**config.mk**
```make
export PLATFORM = sky130hd
export DESIGN_NAME = div_rem_unit_flat
export DESIGN_NICKNAME = d
export VERILOG_FILES = /design/src/rtl/div_rem_unit_if.sv /design/src/rtl/div_rem_unit.sv /design/src/flat_wrapper.sv
export SDC_FILE = /design/constraint.sdc
export NUM_CORES = 1
export LEC_CHECK = 0
export ABC_AREA = 1
export CORE_MARGIN = 2
export CORE_UTILIZATION = 60
export CTS_CLUSTER_SIZE = 25
export DETAILED_ROUTE_END_ITERATION = 12
export GPL_ROUTABILITY_DRIVEN = 0
export PLACE_DENSITY_LB_ADDON = 0.15
export RECOVER_POWER = 100
export SYNTH_ARGS = -nofsm -noshare
export SYNTH_HDL_FRONTEND = slang
export SYNTH_SLANG_ARGS = --single-unit
```
**constraint.sdc**
```tcl
create_clock -name i_clk -period 2.6 [get_ports i_clk]
set_input_delay 0.52 -clock i_clk [delete_from_list [all_inputs] [get_ports i_clk]]
set_output_delay 0.52 -clock i_clk [all_outputs]
set_load 0.005 [all_outputs]
```
**src/rtl/div_rem_unit_if.sv**
```systemverilog
// Request/response bundle between the execute stage and the multi-cycle divider.
// The master side issues operand pairs; the slave side (the divider) reports status and the result.
interface div_rem_unit_if #(
  parameter int DATA_W = 32
);
  logic              Start;
  logic [DATA_W-1:0] A;
  logic [DATA_W-1:0] B;
  logic [1:0]        Op;
  logic              Busy;
  logic              Done;
  logic [DATA_W-1:0] Result;

  modport master (
    output Start, A, B, Op,
    input  Busy, Done, Result
  );

  modport slave (
    input  Start, A, B, Op,
    output Busy, Done, Result
  );
endinterface

```
**src/rtl/div_rem_unit.sv**
```systemverilog
// Restoring radix-2 divider for DIV/DIVU/REM/REMU with a fixed DATA_W+2 cycle latency.
// Signed ops divide magnitudes and fix signs afterwards; RISC-V special cases are resolved at accept.
module div_rem_unit #(
  parameter int DATA_W = 32
) (
  input  logic          i_clk,
  input  logic          i_reset,
  div_rem_unit_if.slave bus
);

  localparam int CNT_W = $clog2(DATA_W) + 1;
  localparam logic [CNT_W-1:0]  LAST_CNT = CNT_W'(DATA_W - 1);
  localparam logic [DATA_W-1:0] MIN_NEG  = {1'b1, {(DATA_W-1){1'b0}}};

  typedef enum logic [1:0] {IDLE, CALC, FIX, DONE} state_t;

  state_t            state_q, state_d;
  logic [1:0]        op_q, op_d;
  logic              signA_q, signA_d;
  logic              signB_q, signB_d;
  logic [DATA_W:0]   rem_q, rem_d;
  logic [DATA_W-1:0] quo_q, quo_d;
  logic [DATA_W-1:0] divisor_q, divisor_d;
  logic [CNT_W-1:0]  count_q, count_d;
  logic              special_q, special_d;
  logic [DATA_W-1:0] specVal_q, specVal_d;
  logic [DATA_W-1:0] result_q, result_d;

  logic              busy, done;
  logic              signedIn, divZero, overflow;
  logic [DATA_W+1:0] remShift;
  logic [DATA_W+2:0] trial;
  logic              borrow;
  logic [DATA_W-1:0] quoFix, remFix;

  // One restoring step: the top bit of trial is the borrow of the shifted remainder minus the divisor
  always_comb begin
    signedIn = ~bus.Op[0];
    divZero  = (bus.B == '0);
    overflow = signedIn && (bus.A == MIN_NEG) && (bus.B == '1);
    remShift = {rem_q, quo_q[DATA_W-1]};
    trial    = {1'b0, remShift} - {3'b000, divisor_q};
    borrow   = trial[DATA_W+2];
    quoFix   = (~op_q[0] && (signA_q != signB_q)) ? -quo_q : quo_q;
    remFix   = (~op_q[0] && signA_q) ? -rem_q[DATA_W-1:0] : rem_q[DATA_W-1:0];
  end

  always_comb begin
    state_d   = state_q;
    op_d      = op_q;
    signA_d   = signA_q;
    signB_d   = signB_q;
    rem_d     = rem_q;
    quo_d     = quo_q;
    divisor_d = divisor_q;
    count_d   = count_q;
    special_d = special_q;
    specVal_d = specVal_q;
    result_d  = result_q;
    busy      = 1'b0;
    done      = 1'b0;

    case (state_q)
      IDLE: begin
        if (bus.Start) begin
          state_d   = CALC;
          op_d      = bus.Op;
          signA_d   = bus.A[DATA_W-1];
          signB_d   = bus.B[DATA_W-1];
          quo_d     = (signedIn && bus.A[DATA_W-1]) ? -bus.A : bus.A;
          divisor_d = (signedIn && bus.B[DATA_W-1]) ? -bus.B : bus.B;
          rem_d     = '0;
          count_d   = '0;
          special_d = divZero || overflow;
          if (divZero) begin
            specVal_d = bus.Op[1] ? bus.A : '1;
          end else begin
            specVal_d = bus.Op[1] ? '0 : MIN_NEG;
          end
        end
      end
      CALC: begin
        busy    = 1'b1;
        rem_d   = borrow ? remShift[DATA_W:0] : trial[DATA_W:0];
        quo_d   = {quo_q[DATA_W-2:0], ~borrow};
        count_d = count_q + CNT_W'(1);
        if (count_q == LAST_CNT) begin
          state_d = FIX;
        end
      end
      FIX: begin
        busy     = 1'b1;
        result_d = special_q ? specVal_q : (op_q[1] ? remFix : quoFix);
        state_d  = DONE;
      end
      DONE: begin
        done    = 1'b1;
        state_d = IDLE;
      end
      default: state_d = IDLE;
    endcase
  end

  always_ff @(posedge i_clk or negedge i_reset) begin
    if (!i_reset) begin
      state_q   <= IDLE;
      op_q      <= '0;
      signA_q   <= 1'b0;
      signB_q   <= 1'b0;
      rem_q     <= '0;
      quo_q     <= '0;
      divisor_q <= '0;
      count_q   <= '0;
      special_q <= 1'b0;
      specVal_q <= '0;
      result_q  <= '0;
    end else begin
      state_q   <= state_d;
      op_q      <= op_d;
      signA_q   <= signA_d;
      signB_q   <= signB_d;
      rem_q     <= rem_d;
      quo_q     <= quo_d;
      divisor_q <= divisor_d;
      count_q   <= count_d;
      special_q <= special_d;
      specVal_q <= specVal_d;
      result_q  <= result_d;
    end
  end

  assign bus.Busy   = busy;
  assign bus.Done   = done;
  assign bus.Result = result_q;

endmodule
```
**src/flat_wrapper.sv**
```systemverilog
// flat-port wrapper written by rule: the top's interface ports become plain ports
module div_rem_unit_flat 
#(
  parameter int DATA_W = 32
)
  (i_clk, i_reset, bus_Start, bus_A, bus_B, bus_Op, bus_Busy, bus_Done, bus_Result);
  div_rem_unit_if #(.DATA_W(DATA_W)) bus_i ();
  input  logic i_clk;
  input  logic i_reset;
  input wire logic [$bits(bus_i.Start)-1:0] bus_Start;
  input wire logic [$bits(bus_i.A)-1:0] bus_A;
  input wire logic [$bits(bus_i.B)-1:0] bus_B;
  input wire logic [$bits(bus_i.Op)-1:0] bus_Op;
  output wire logic [$bits(bus_i.Busy)-1:0] bus_Busy;
  output wire logic [$bits(bus_i.Done)-1:0] bus_Done;
  output wire logic [$bits(bus_i.Result)-1:0] bus_Result;
  assign bus_i.Start = bus_Start;
  assign bus_i.A = bus_A;
  assign bus_i.B = bus_B;
  assign bus_i.Op = bus_Op;
  assign bus_Busy = bus_i.Busy;
  assign bus_Done = bus_i.Done;
  assign bus_Result = bus_i.Result;
  div_rem_unit #(.DATA_W(DATA_W)) u_core (.i_clk(i_clk), .i_reset(i_reset), .bus(bus_i));
endmodule
```
# After elaboration in Yosys (flattened, before gate mapping)
# Index checks and enable logic that the tools add are counted.
# W data, S select, Z words.
[word_totals]
ff_bits = 174
input_bits = 69
output_inout_bits = 34
elab_cells = 64
[classes]
addsub = 6
n_eq_ne = 9
mux = 21
bitwise = 3
reduce_logical = 14
[op_table]
columns = ["cell", "n"]
rows = [
  ["$mux W32", 10],
  ["$neg A32 Y32", 4],
  ["$mux W33", 2],
  ["$pmux W33 S2", 1],
  ["$eq A32 B32 Y1 const B", 2],
  ["$pmux W32 S2", 1],
  ["$sub A34 B32 Y35", 1],
  ["$logic_not A32 Y1", 1],
  ["$pmux W6 S2", 1],
  ["$pmux W2 S4", 1],
  ["$add A6 B1 Y6 const B", 1],
  ["$eq A6 B5 Y1 const B", 1],
  ["$logic_and A1 B1 Y1", 6],
  ["$mux W6", 1],
  ["$reduce_and A2 Y1", 3],
  ["$eq A2 B2 Y1 const B", 2],
  ["$mux W2", 2],
  ["$not A1 Y1", 3],
  ["$eq A2 B1 Y1 const B", 1],
  ["$logic_not A2 Y1", 1],
  ["$mux W1", 2],
  ["$ne A2 B1 Y1 const B", 1],
  ["$ne A2 B2 Y1 const B", 1],
  ["$reduce_bool A2 Y1", 1],
  ["other kinds (3)", 3],
]

# Depth between registers and ports, before layout
[depth]
depth_word = 5
mapped_depth = 17
mapped_depth_nobuf = 16

# Least setup slack after synthesis
# Ideal clock, no wire load.
[synth_timing]
path_type = "register to register"
start = "register u_core.quo_q[31]"
end = "register u_core.rem_q[28]"
setup_time_ps = 116
t_arrival_ps = 1997
t_required_ps = 2484
slack_ps = 487
stages_incl_launch_ff = 16
path_buffers = 1
synth_period_minus_slack_ps = 2113
cell_sequence = "dfrtp_1 -> inv_1 -> ha_1 -> inv_1 -> fa_1 -> nand3_1 -> nand3_1 -> nand2_1 -> nand2_1 -> nand2_2 -> buf_2 -> nand3_1 -> nand2_1 -> inv_1 -> nand2_1 -> nand2_1"
[synth_via]
elab_chain_len = 3
[synth_rtl]
columns = ["element", "line_no", "rtl"]
rows = [
  ["from (decl)", "div_rem_unit.sv:22", "logic [DATA_W-1:0] quo_q, quo_d;"],
  ["from (signal assigned)", "div_rem_unit.sv:123", "quo_q <= quo_d;"],
  ["$sub A34 B32 Y35", "div_rem_unit.sv:42", "trial = {1'b0, remShift} - {3'b000, divisor_q};"],
  ["$mux W33", "div_rem_unit.sv:84", "rem_d = borrow ? remShift[DATA_W:0] : trial[DATA_W:0];"],
  ["$pmux W33 S2", "div_rem_unit.sv:63", "case (state_q)"],
  ["to (signal assigned)", "div_rem_unit.sv:122", "rem_q <= rem_d;"],
  ["to (decl)", "div_rem_unit.sv:21", "logic [DATA_W:0] rem_q, rem_d;"],
]
# Every way passes these cells.
# A chain may end at the register's enable or synchronous reset.

# Worst setup path in the final report
[layout_timing]
start = "register u_core.state_q[0]"
end = "register u_core.result_q[7] (netlist: u_core.bus.Result[7])"
[layout_via]
elab_chain_len = 1
[layout_rtl]
columns = ["element", "line_no", "rtl"]
rows = [
  ["from (decl)", "div_rem_unit.sv:17", "state_t state_q, state_d;"],
  ["from (signal assigned)", "div_rem_unit.sv:118", "state_q <= state_d;"],
  ["$eq A2 B2 Y1", "div_rem_unit.sv:63", ""],
  ["to (signal assigned)", "div_rem_unit.sv:128", "result_q <= result_d;"],
  ["to (decl)", "div_rem_unit.sv:27", "logic [DATA_W-1:0] result_q, result_d;"],
]
# Every way passes these cells.

==> metrics.md <==
| Metric | Value |
|---|---|
| Max-Cap Viols | 0 |
| FF+latch count, synth | 174 |
| DIE AREA | 25300 um2 |
| Relative slew slack | 1.14% |
| Routed len/inst | 17.1 um |
| Final wirelength | about 47000 um |
| Hold Crit Class | input pin to async pin |
| Clk sinks | 174 |
| DRT iter0 DRCs | roughly 2200 |
| Distinct cells, synth | 47 |
| Most common library cell in the layout ignoring fill and taps | nand2_1 |
| Synth Net Count | ~2400 |
| Ys async rst share | 100% |
| DRT Pass-1 Iters | 6 |
| Via-to-Cell Ratio | slightly below 6 |
| Critical path origin | u_core.state_q[0]$_DFFE_PN0P_ |
| Largest net degree at the start of global routing | 87 |
| Layout fillers | 2177 |
| Crit Path Max Fanout | 46 |
| Initial antenna violation count | 0 |
| Crit start category | flip-flop |
| Layout cells sized above 1 | 4.90% |
| CTS Root Cell | clkbuf_16 |
| Final Total Pwr | about 0.022 W |
| Worst reg2reg startpoint | u_core.state_q[0]$_DFFE_PN0P_ |
| First-pass GRT wire length | 74800 um |
| Peak VDD IR | ~730 uV |
| Die W | ~160 um |
| DRC Markers | 0 |
| # IOs | 103 |
| CTS tree | done |
| Most used cell, CP | inv_1 |
| Core area | 23500 um2 |
| DP Area | about 16000 um2 |
| GRT Util Overall | 36.3% |
| Final worst path period share | 94.9% |
| Slowest cell on crit path | buf_2 |
| Buffers on Ports | 102 |
| Final Worst Setup Slack | 133 ps |
| Height of the die | 159 um |
| Mapped Area | approximately 14000 um2 |
| Synth warn | 0 |
| Min cycle time layout | between 2000 and 2500 ps |
| CP Cell Sequence | inv_1 > ha_1 > inv_1 > buf_2 > a21oi_1 > o21ai_0 > nand2_1 |
| Worst-case clock buffer depth | 2 |
| P&R area growth vs syn | 14.0% |
| Total gr overflow | 0 |
| Crit path arrival time | ~2800 ps |
| DP Worst Slack | -168 ps |
| Top FF cell, synth | dfrtp_1 |
| Peak Freq | 0.405 GHz |
| Status | completed |
| Final count of hold timing violations | 0 |
| CP max stage delay | approximately 750 ps |
| Hold_ws | 403 ps |
| Power Dens Cells | 1350 nW/um2 |
| CTS Buf Count | 17 |
| Area leader, netlist | dfrtp_1 |
| Rows | 56 |
| Htree depth | 4 |
| Crit Path Category | flip-flop to flip-flop |
| Post-route ant nets | 0 |
| Routed via count | 16254 |
| EDFF count, synth | 0 |
| Required time of the critical path | 2920 ps |
| Number of global-route vias before repair | 14949 |
| ANT cells | 0 |
| Final #Nets | 2508 |
| Fin. max-slew vios | 0 |
| Final Util | 69.8% |
| Worst slew pin tran | 1480 ps |
| Top cell type's share of synthesized area | 30.2% |
| Register area share after synthesis | 30.2% |
| DP Wirelength | 35300 um |
| Post-Syn Instances | 2304 |
| Avg Cell Area, Syn | 6.26 um2 |
| Reg clk slew, reported paths | roughly 80 ps |
| Final instance area | between 15000 and 20000 um2 |
| Setup Skew | about 16 ps |
| Starting Density | between 60% and 70% |
| Commonest cells after routing, fill and taps aside | nand2_1, inv_1, nand3_1, o21ai_0, nor2_1 |
| Skew-Pair Late Insertion Delay | about 450 ps |
| Final setup fails | 0 |
| Leakage | 8.29 nW |
| Largest cells by area after synthesis | dfrtp_1, nand2_1, nand3_1 |
| Setup crit end kind | flip-flop |
## cell usage after synthesis, types with 13 or more instances
library cell	count
a21oi_1	122
dfrtp_1	174
nor2_1	200
ha_1	42
nand3_1	263
nor3_1	33
inv_1	311
nand4_1	51
o21ai_0	208
xnor2_1	13
o22ai_2	22
clkbuf_1	48
o211ai_1	21
nand2_1	674
xor2_1	23
buf_2	18
## final timing paths
kind,cells after the start,slack (ps),endpoint
min in group i_clk,2,470,u_core.bus.Result[17]$_DFFE_PN0P_
worst max-delay path,7,130,u_core.bus.Result[7]$_DFFE_PN0P_
max in group asynchronous,2,380,u_core.quo_q[30]$_DFFE_PN0P_
worst min register to register,2,470,u_core.bus.Result[17]$_DFFE_PN0P_
worst max register to register,7,130,u_core.bus.Result[7]$_DFFE_PN0P_
worst min-delay path,1,400,u_core.rem_q[25]$_DFFE_PN0P_
## cells by family after synthesis
group	after synthesis	synth area share, %
AO/OA/AOI/OAI	405	16.1
AND/OR/NAND/NOR	1250	36.9
adder cells (fa/ha/maj)	43	3.78
buffers and inverters	396	10.8
XOR/XNOR	36	2.19
flip-flops	174	30.2
## where the power goes
part	leakage, nW	switching, W	internal [W]	total, W
clock network	0.309	0.00137	0.00141	0.00279
logic	5.75	0.00984	0.00492	0.0148
registers	2.23	0.000916	0.00374	0.00466
total	8.29	0.0121	0.0101	0.0222
## per-layer routing
layer,routed length [um],GRT usage [%]
met3,4400,5.52
met4,1910,15.5
met5,0,0
met2,20900,56.7
met1,19500,50.6
## critical path, delay by kind of cell (launching register included)
kind	cells	cell delay (ps)
DFF	1	380
and+or+nand+nor	1	100
buffers and inverters	3	1140
AOI/OAI and AO/OA	2	370
adders and majority gates	1	330
## sequential cells by signal, indices dropped and copies added, names as in the netlist
name	count
u_core.special_q	1
u_core.specVal_q	32
u_core.divisor_q	32
u_core.quo_q	32
u_core.bus.Result	32
u_core.count_q	6
u_core.state_q	2
u_core.rem_q	33
u_core.signA_q	1
u_core.signB_q	1
u_core.op_q	2
## metrics by stage
step / std cells / setup TNS, ps
after CTS: 2727 / 0
after floorplan: 2304 / 0
final: 2728 / 0
after global placement: 2694 / -179
after detailed placement: 2694 / -198
after global routing: 2728 / -3.27
## layout make-up
class                           instances  area, um2  area share (%)
Clock buffer                           17        425            2.59
Clock inverter                         15        213            1.29
Inverter                              315       1180            7.19
Multi-Input combinational cell       1734       8410            51.2
Sequential cell                       174       4350            26.5
Tap cell                              319        399            2.43
Timing Repair Buffer                  154       1450            8.84
## timing repair
item / 4_1_cts / 5_1_grt
pin swaps: 1 / 1
gates cloned: 0 / 0
setup buffers: 1 / 1
hold buffers: 0 / 0
endpoints found under the setup margin: 3 / 30
resized for setup: 0 / 7
(Power assumes the default switching activity.)
